## src/rtl/perf_pkg.sv

```systemverilog
// Shared types and constants for the performance-counter unit.
package perf_pkg;

  typedef enum logic [1:0] {
    IDLE   = 2'd0,
    RUN    = 2'd1,
    HALTED = 2'd2
  } perfState_t;

  localparam int unsigned CNT_CYCLES = 0;
  localparam int unsigned CNT_ISSUED = 1;
  localparam int unsigned CNT_SQUASH = 2;
  localparam int unsigned CNT_EVT0   = 3;

  localparam int unsigned INC_W  = 2;
  localparam int unsigned IDLE_W = 5;
  localparam int unsigned SEL_W  = 4;

  // Wide enough for the +2 squash case when both flushes fire together.
  typedef logic [INC_W-1:0] incAmt_t;

  function automatic incAmt_t flushInc(input logic flushA, input logic flushB);
    return incAmt_t'(flushA) + incAmt_t'(flushB);
  endfunction

endpackage

```

## src/rtl/perf_cnt.sv

```systemverilog
// Single event counter with synchronous clear, 0..3 increment, wrap or
// saturate on overflow, and a sticky overflow flag.
module perf_cnt
  import perf_pkg::*;
#(
  parameter int unsigned CNT_W    = 32,
  parameter bit          SATURATE = 1'b0
) (
  input  logic             clk,
  input  logic             reset,
  input  logic             clear,
  input  incAmt_t          inc,
  output logic [CNT_W-1:0] count,
  output logic             ovf
);

  localparam int unsigned SUM_W = CNT_W + 1;

  logic [SUM_W-1:0] sum;

  // Extra top bit of the sum is the carry out that marks an overflow.
  always_comb begin
    sum = {1'b0, count} + SUM_W'(inc);
  end

  always_ff @(posedge clk) begin
    if (reset || clear) begin
      count <= '0;
      ovf   <= 1'b0;
    end else if (inc != '0) begin
      if (sum[CNT_W]) begin
        ovf   <= 1'b1;
        count <= SATURATE ? '1 : sum[CNT_W-1:0];
      end else begin
        count <= sum[CNT_W-1:0];
      end
    end
  end

endmodule

```

## src/rtl/perf_counter_unit.sv

```systemverilog
// Performance monitor: counts cycles, issued/squashed instructions and generic
// events while running, and stops on a stable-PC zero-fetch halt window.
module perf_counter_unit
  import perf_pkg::*;
#(
  parameter int unsigned CNT_W    = 32,
  parameter int unsigned NUM_EVT  = 4,
  parameter int unsigned HALT_LEN = 5,
  parameter bit          SATURATE = 1'b0
) (
  input  logic                         clk,
  input  logic                         reset,
  input  logic                         enable_i,
  input  logic                         clear_i,
  input  logic [31:0]                  instr_i,
  input  logic [31:0]                  pc_i,
  input  logic                         stallf_i,
  input  logic                         flushd_i,
  input  logic                         flushe_i,
  input  logic [NUM_EVT-1:0]           evt_i,
  input  logic [SEL_W-1:0]             rd_sel_i,
  output logic [CNT_W-1:0]             rd_data_o,
  output logic                         running_o,
  output logic                         halted_o,
  output logic                         done_o,
  output logic [CNT_EVT0+NUM_EVT-1:0]  ovf_o
);

  localparam int unsigned NUM_CNT = CNT_EVT0 + NUM_EVT;

  perfState_t        state;
  perfState_t        nextState;
  logic              runningNext;
  logic              haltedNext;
  logic              doneNext;

  logic [IDLE_W-1:0] idleCnt;
  logic [31:0]       prevPc;
  logic              idleHit;
  logic              haltHit;
  logic              countEn;

  incAmt_t           incAmt [NUM_CNT];
  logic [CNT_W-1:0]  cntVal [NUM_CNT];
  logic [NUM_CNT-1:0] cntOvf;
  logic [CNT_W-1:0]  rdNext;

  assign idleHit = (instr_i == 32'd0) && (pc_i == prevPc);
  assign haltHit = idleHit && (idleCnt == IDLE_W'(HALT_LEN - 1));
  assign countEn = (state == RUN) && !clear_i;

  // State register.
  always_ff @(posedge clk) begin
    if (reset) begin
      state <= IDLE;
    end else begin
      state <= nextState;
    end
  end

  // Next state and registered-output next values; clear overrides everything.
  always_comb begin
    nextState   = state;
    runningNext = 1'b0;
    haltedNext  = 1'b0;
    doneNext    = 1'b0;
    case (state)
      IDLE:    if (enable_i) nextState = RUN;
      RUN:     if (haltHit) nextState = HALTED;
      HALTED:  nextState = HALTED;
      default: nextState = IDLE;
    endcase
    if (clear_i) begin
      nextState = IDLE;
    end
    runningNext = (nextState == RUN);
    haltedNext  = (nextState == HALTED);
    doneNext    = (state == RUN) && (nextState == HALTED);
  end

  always_ff @(posedge clk) begin
    if (reset) begin
      running_o <= 1'b0;
      halted_o  <= 1'b0;
      done_o    <= 1'b0;
      rd_data_o <= '0;
    end else begin
      running_o <= runningNext;
      halted_o  <= haltedNext;
      done_o    <= doneNext;
      rd_data_o <= clear_i ? '0 : rdNext;
    end
  end

  // Idle-fetch window: only tracked while running, any break restarts it.
  always_ff @(posedge clk) begin
    if (reset) begin
      prevPc  <= '0;
      idleCnt <= '0;
    end else begin
      prevPc <= pc_i;
      if (countEn && idleHit) begin
        idleCnt <= idleCnt + IDLE_W'(1);
      end else begin
        idleCnt <= '0;
      end
    end
  end

  always_comb begin
    for (int k = 0; k < NUM_CNT; k++) begin
      incAmt[k] = '0;
    end
    if (countEn) begin
      incAmt[CNT_CYCLES] = incAmt_t'(1);
      incAmt[CNT_ISSUED] = incAmt_t'((instr_i != 32'd0) && !stallf_i);
      incAmt[CNT_SQUASH] = flushInc(flushd_i, flushe_i);
      for (int k = 0; k < NUM_EVT; k++) begin
        incAmt[CNT_EVT0+k] = incAmt_t'(evt_i[k]);
      end
    end
  end

  for (genvar g = 0; g < NUM_CNT; g++) begin : gCnt
    perf_cnt #(
      .CNT_W    (CNT_W),
      .SATURATE (SATURATE)
    ) uCnt (
      .clk   (clk),
      .reset (reset),
      .clear (clear_i),
      .inc   (incAmt[g]),
      .count (cntVal[g]),
      .ovf   (cntOvf[g])
    );
  end

  assign ovf_o = cntOvf;

  // Unmapped selects read as zero.
  always_comb begin
    rdNext = '0;
    for (int k = 0; k < NUM_CNT; k++) begin
      if (rd_sel_i == SEL_W'(k)) begin
        rdNext = cntVal[k];
      end
    end
  end

endmodule

```

## config.mk

```make
export PLATFORM = sky130hd
export DESIGN_NAME = perf_counter_unit
export DESIGN_NICKNAME = d
export VERILOG_FILES = /design/src/rtl/perf_pkg.sv /design/src/rtl/perf_cnt.sv /design/src/rtl/perf_counter_unit.sv
export SDC_FILE = /design/constraint.sdc
export NUM_CORES = 1
export LEC_CHECK = 0
export BUFFER_PORTS_ARGS = -buffer_cell sky130_fd_sc_hd__buf_2
export CAP_MARGIN = 20
export CORE_MARGIN = 5
export CORE_UTILIZATION = 55
export DETAILED_ROUTE_END_ITERATION = 10
export PLACE_DENSITY = 0.77
export SETUP_SLACK_MARGIN = 0.02
export SLEW_MARGIN = 20
export SYNTH_ARGS = -nofsm -noshare
export SYNTH_HDL_FRONTEND = slang
export SYNTH_HIERARCHICAL = 1
export SYNTH_SLANG_ARGS = --single-unit
```

## constraint.sdc

```tcl
create_clock -name clk -period 3.2 [get_ports clk]
set_input_delay 0.32 -clock clk [delete_from_list [all_inputs] [get_ports clk]]
set_output_delay 0.32 -clock clk [all_outputs]
set_load 0.03 [all_outputs]
```

==> results of run 1 <==
-- stage by stage --
| stage | power (mW) | setup TNS [ns] |
|---|---|---|
| 3_5_place_dp | 4.35 | -0.0180 |
| 4_1_cts | 8.44 | 0 |
| 3_3_place_gp | 4.34 | 0 |
| 2_1_floorplan | 4.20 | 0 |
| 6_report | 8.41 | 0 |
| 5_1_grt | 8.66 | 0 |
-- state kept, by name, summed over array words and instances (netlist names) --
signal	flops
gCnt.uCnt/count	224
prevPc	32
rd_data_o	32
gCnt.uCnt/ovf	7
idleCnt	5
state	2
done_o	1
halted_o	1
running_o	1
-- how the worst max path moves through the flow --
stage / start / to / slack, ns / depth (start not counted)
global route: state[0] / gCnt[3].uCnt/count[30] / 0.02 / 10
global placement: clear_i / gCnt[2].uCnt/count[28] / 0.07 / 11
floorplan: state[1] / gCnt[1].uCnt/count[22] / 0.05 / 10
finish: state[0] / gCnt[6].uCnt/count[30] / 0.14 / 10
CTS: state[0] / gCnt[5].uCnt/count[30] / 0.09 / 10
detailed placement: clear_i / gCnt[2].uCnt/count[28] / -0.01 / 11
-- power by group --
part / internal, mW / switching (mW)
Combinational: 0.159 / 0.274
Sequential: 3.83 / 0.0179
Clock: 2.52 / 1.60
-- per-layer routing --
| layer | wire, um | vias to the layer above | global-route usage | share of wire |
|---|---|---|---|---|
| li1 | - | 6959 | - | - |
| met1 | 19100 | 7214 | 0.366 | 0.40 |
| met2 | 21600 | 815 | 0.447 | 0.46 |
| met3 | 4800 | 144 | 0.0600 | 0.10 |
| met4 | 1870 | 2 | 0.104 | 0.039 |
| met5 | 13 | - | 0 | 0.00027 |
-- cell families after synthesis --
| group | Yosys count |
|---|---|
| buffers and inverters | 159 |
| other | 1 |
| AOI/OAI and AO/OA | 481 |
| muxes | 52 |
| adders and majority gates | 24 |
| and+or+nand+nor | 649 |
| DFF | 305 |
| xor gates and xnor gates | 77 |
-- repair_timing --
action,in CTS,in global routing
buffers inserted,0,2
resized for setup,0,11
endpoints found under the setup margin,0,42
hold endpoints to repair,0,0
-- layout make-up --
class,instances,area (um^2),area share
Multi-Input combinational cell,1325,8930,0.500
Tap cell,384,480,0.0269
Timing Repair Buffer,172,1010,0.0565
Clock buffer,47,1000,0.0561
Sequential cell,305,6110,0.342
Inverter,45,169,0.00945
Clock inverter,14,176,0.00987
-- cell usage in the layout, fill, tap and decap left out, types with 21 or more instances in the layout --
master,instances
dfxtp_1,304
a21oi_1,173
buf_2,120
nand2_1,97
or4_1,96
o31ai_1,85
o21ai_0,82
nor2_1,79
nand3_1,77
xnor2_1,75
or3_1,61
buf_4,47
inv_1,45
nand4_1,43
conb_1,42
mux2i_1,39
clkbuf_16,37
nor2b_1,34
a222oi_1,26
nor4_1,25
nor3_1,24
and4_1,21
==> reports/results.tsv, run 1 <==
stage	metric	value	unit
synthesis	synth_xor_area_frac	0.0426	
synthesis	synthesis.instances	1748	
synthesis	synth_area	15800	um^2
synthesis	ys_warn_count	6	
critical_path	cp.required	3.64	ns
placed_design	numPortBuffers	120	
detailed_routing	viasPerCell	6.60	
timing	worst_slack	0.140	ns
global_route	grt_pass1_vias	14052	
critical_path	cp_cell_sequence	nor3b_4 > buf_6 > and2_1 > ha_1 > inv_1 > fa_1 > or4_1 > buf_4 > or4_1 > a21oi_1	
status	outcome	finished, final reports clean	
global_route	grt_max_degree	52	
clock_network	h-tree-depth	2	
synthesis	synth_commonest_cells	dfxtp_1 (305), a21oi_1 (174), or4_1 (98)	
finish	finalNonFillerCells	2292	
floorplanning	start_util	0.554	
finish	finish.utilization	0.626	
floorplanning	die_y	180	um
power	ir_drop	419	uV
hold_path	min_path_cells	2	
clock_network	insertion_delay	0.51	ns
critical_path	critPathMaxFanout	19	
placed_design	placedCellCount	2229	
synthesis	synthAdderAreaFrac	0.0223	
hold_path	min_path_type	in2reg	
clock_network	clk_pin_slew_worst_paths	0.06	ns
job	cap_violations	0	
synthesis	yosysMostFrequentCell	dfxtp_1	
synthesis	syn_area_per_cell	9.05	um^2
synthesis	yosysSeqAreaShare	0.386	
global_route	grt_pass1_wl	74800	um
finish	postLayoutCellArea	17900	um^2
detailed_routing	drt-wirelength-per-cell	20.7	um
clock_network	cts_buffers	34	
timing	worstMarginPinSlew	1.18	ns
floorplanning	core_area	28500	um^2
synthesis	synth_cell_types	62	
detailed_routing	drt_iter0_markers	2067	
finish	area_delta_synth_final	13.1	%
hold_path	whs_endpoint	prevPc[31]	
timing	max-slew-margin-rel	0.203	
clock_network	cts_tree	yes	
detailed_routing	dr.pass1.iters	9	
detailed_routing	wl	47400	um
floorplanning	boundaryPins	121	
power	power_leakage	5.88	nW
global_route	antenna_found_initial	1	
synthesis	synthArstFlopShare	0	
critical_path	crit_arrival	3.50	ns
timing	hold_violations	0	
synthesis	synthTopCellsByArea	dfxtp_1 (39%), a21oi_1 (5.5%), or4_1 (4.7%)	
placed_design	dp.final_hpwl	33700	um
floorplanning	dieArea	32200	um^2
synthesis	yosysTopAreaCell	dfxtp_1	
placed_design	gp_congestion	0.976	
floorplanning	die_x	180	um
floorplanning	rows	62	
power	powerDensity	470	nW/um^2
hold_path	min_from	pc_i[31]	
critical_path	ff2ff_setup_slack	0.14	ns
timing	setup_viol	0	
synthesis	synth-seq-cells	305	
finish	fin_nets	1986	
synthesis	ys.flop_type	dfxtp_1	
critical_path	timing.rr.start	state[0]	
critical_path	r2r_cells	10	
detailed_routing	vias	15134	
critical_path	crit_buf_inv	3	
synthesis	synth_top_area_share	0.386	
clock_network	cts.sinks	305	
critical_path	end_kind	flop	
synthesis	synth_mux_area_frac	0.0339	
finish	antennaDiodeCount	0	
synthesis	synth-edff-count	0	
global_route	track_usage	0.277	
timing	period_share	0.956	
finish	fillers	2425	
detailed_routing	drtAntennaViolNets	0	
clock_network	hold_buffers	0	
critical_path	slowest_delay	0.52	ns
timing	finClkSkew	0.0107	ns
timing	holdWs	0.0425	ns
placed_design	dp_slack	-0.0132	ns
critical_path	path_delay_family	simple AND/OR/NAND/NOR gates	
timing	fmax	327	MHz
timing	rsz0062_at_grt	no	
clock_network	clockRootBuffer	clkbuf_16	
global_route	grt.overflow.total	0	
critical_path	r2r-end	gCnt[6].uCnt/count[30]	
synthesis	synth-simple-area-share	0.249	
critical_path	critPathSlowestCell	or4_1	
timing	fin_crit	3.06	ns
detailed_routing	drcViolationCount	0	
finish	drive_above_1_share	0.168	
critical_path	crit_top_cell	or4_1	
synthesis	synth-compound-area-share	0.205	
synthesis	synth_top_family_by_area	simple AND/OR/NAND/NOR gates	
critical_path	worst_setup_path_start_kind	flop	
timing	drv_slew	0	
clock_network	clockBufferDepth	3	
placed_design	placed_area	16700	um^2
critical_path	crit_type	reg2reg	
No activity file was read; power rests on OpenSTA's default activity.
==> run 2: changes to the inputs <==
Settings changed: MAX_ROUTING_LAYER set to met4, PLACE_DENSITY 0.77 to not set, PLACE_DENSITY_LB_ADDON set to 0.05, RECOVER_POWER set to 100.
==> run 2 against run 1 <==
Effect of this change:
- cell area unchanged
- combinational power decreased by 0.9%
- wire length decreased by 3.0%
- core utilization unchanged
- first-iteration DRC count decreased by 20%
- highest routed layer is now met4
==> reports/results.tsv, run 2 (synthesis results as in run 1) <==
stage	metric	value	unit	change
detailed_routing	dr.pass1.iters	7		-2
placed_design	placed_area	16700	um^2	+0.39%
finish	antennaDiodeCount	0		unchanged
finish	fin_nets	1996		+0.50%
finish	top_regs	gCnt.uCnt/count x224, prevPc x32, rd_data_o x32		
clock_network	cts_buffers	35		+2.9%
power	power_leakage	5.74	nW	-2.4%
job	cap_violations	0		unchanged
finish	area_delta_synth_final	13.1	%	unchanged
detailed_routing	vias	14582		-3.6%
clock_network	insertion_delay	0.51	ns	about the same
detailed_routing	drt_iter0_markers	1659		-20%
detailed_routing	drt-wirelength-per-cell	20.0	um	-3.4%
floorplanning	die_y	180	um	unchanged
finish	drive_above_1_share	0.142		-0.0253
critical_path	end_kind	flop		
finish	largest_register_ff_count	224		unchanged
global_route	antenna_found_initial	2		+1
global_route	grt_max_degree	43		-17%
detailed_routing	drcViolationCount	0		unchanged
timing	fmax	327	MHz	about the same
finish	layout_commonest_cell	dfxtp_1		
critical_path	slowest_delay	0.53	ns	about the same
detailed_routing	wl	45900	um	-3.0%
timing	period_share	0.955		about the same
critical_path	crit_type	reg2reg		
timing	setup_viol	0		unchanged
power	powerDensity	476	nW/um^2	+1.3%
timing	drv_slew	0		unchanged
timing	tns	0	ns	unchanged
floorplanning	boundaryPins	121		unchanged
timing	fin_crit	3.06	ns	-0.00259 ns
critical_path	cp.required	3.64	ns	about the same
timing	rsz0062_at_grt	no		
critical_path	crit_arrival	3.49	ns	about the same
power	ir_drop	423	uV	+0.89%
floorplanning	start_util	0.554		unchanged
finish	postLayoutCellArea	17900	um^2	unchanged
global_route	grt.overflow.total	0		unchanged
floorplanning	core_area	28500	um^2	unchanged
critical_path	worst_setup_path_start_kind	flop		
critical_path	crit_top_cell	buf_4		
clock_network	clockBufferDepth	3		unchanged
timing	max-slew-margin-rel	0.182		-0.0214
clock_network	clockRootBuffer	clkbuf_16		
placed_design	gp_congestion	0.888		-8.9%
critical_path	cp_cell_sequence	nor3b_4 > buf_4 > buf_4 > and2_1 > ha_1 > inv_1 > fa_1 > or4_1 > buf_4 > or4_1 > a21oi_1		
timing	worstMarginPinSlew	1.23	ns	+0.0431 ns
hold_path	min_path_type	in2reg		
detailed_routing	viasPerCell	6.34		-4.0%
placed_design	numPortBuffers	120		unchanged
global_route	grt_pass1_vias	13221		-5.9%
floorplanning	rows	62		unchanged
placed_design	dp.final_hpwl	33200	um	-1.4%
clock_network	cts.sinks	305		unchanged
floorplanning	dieArea	32200	um^2	unchanged
critical_path	critPathMaxFanout	19		unchanged
timing	hold_violations	0		unchanged
clock_network	hold_buffers	0		unchanged
finish	final_cell_mix	dfxtp_1 (304), a21oi_1 (174), or4_1 (98)		
clock_network	cts_tree	yes		
critical_path	critPathSlowestCell	or4_1		
floorplanning	die_x	180	um	unchanged
global_route	grt_pass1_wl	72300	um	-3.3%
timing	finClkSkew	0.0205	ns	+0.00982 ns
finish	top_register	gCnt.uCnt/count		
power	power	8.51	mW	+1.3%
clock_network	h-tree-depth	2		unchanged
global_route	track_usage	0.277		about the same
detailed_routing	drtAntennaViolNets	0		unchanged
status	outcome	finished, final reports clean		
clock_network	clk_pin_slew_worst_paths	0.06	ns	about the same
## run 2: changes by cell type in the layout (fill, tap and decap cells not counted), moves of 2 or more
cell / before / now
clkbuf_2: 0 / 2
buf_2: 120 / 82
clkinv_2: 8 / 5
buf_6: 5 / 2
clkbuf_8: 4 / 11
or4_4: 3 / 1
buf_4: 47 / 42
or4_1: 96 / 98
o21ai_0: 82 / 87
o21ai_2: 6 / 4
o21ai_1: 7 / 4
clkbuf_1: 6 / 56
## run 2: metal layers
metal	GRT usage	share of wire	vias to the layer above
met1	0.390	0.44	6925
li1	-	-	6980
met5	-	0	-
met2	0.417	0.44	582
met4	0.0917	0.035	0
met3	0.0331	0.079	95
## run 2: critical path, delay by kind of cell, from the launching register on
| family | cells | cell delay [ns] |
|---|---|---|
| adders and majority gates | 2 | 0.55 |
| AOI/OAI and AO/OA | 1 | 0.16 |
| buffers and inverters | 4 | 0.56 |
| DFF | 1 | 0.34 |
| and+or+nand+nor | 4 | 1.37 |
## run 2: path summary, 6_finish.rpt
| check | end | depth (start not counted) | slack, ns | start |
|---|---|---|---|---|
| hold / removal | prevPc[10] | 2 | 0.05 | pc_i[10] |
| hold reg to reg | gCnt[5].uCnt/ovf | 2 | 0.45 | gCnt[5].uCnt/ovf |
| setup / recovery | gCnt[6].uCnt/count[28] | 11 | 0.14 | state[0] |
| setup reg to reg | gCnt[6].uCnt/count[28] | 11 | 0.14 | state[0] |
## run 2: repair_timing
item                       CTS  global route
setup endpoints to repair    0            45
resized for setup            0             3
buffers inserted             0             4
## run 2: power breakdown
group / leakage, nW / switching (mW) / internal [mW] / total [mW]
combinational: 2.66 / 0.271 / 0.159 / 0.429
sequential: 2.47 / 0.0177 / 3.83 / 3.85
clock: 0.616 / 1.56 / 2.67 / 4.23
## run 2: area by class of cell
class / instances / area [um^2]
Tap cell: 384 / 480
Timing Repair Buffer: 181 / 973
Sequential cell: 305 / 6110
Clock inverter: 9 / 145
Inverter: 45 / 169
Clock buffer: 52 / 1090
Fill cell: 2568 / 10700
Multi-Input combinational cell: 1325 / 8910
## run 2: metrics by stage
step                      std cells  hold WS [ns]  setup WS [ns]   util
after floorplan                1789         0.392         0.0550      -
after global placement         2236         0.442       -0.00822  0.586
after detailed placement       2236         0.444        -0.0404  0.586
after CTS                      2297        0.0274         0.0871  0.629
after global routing           2301        0.0410         0.0118  0.626
final                          2301        0.0462          0.143  0.626
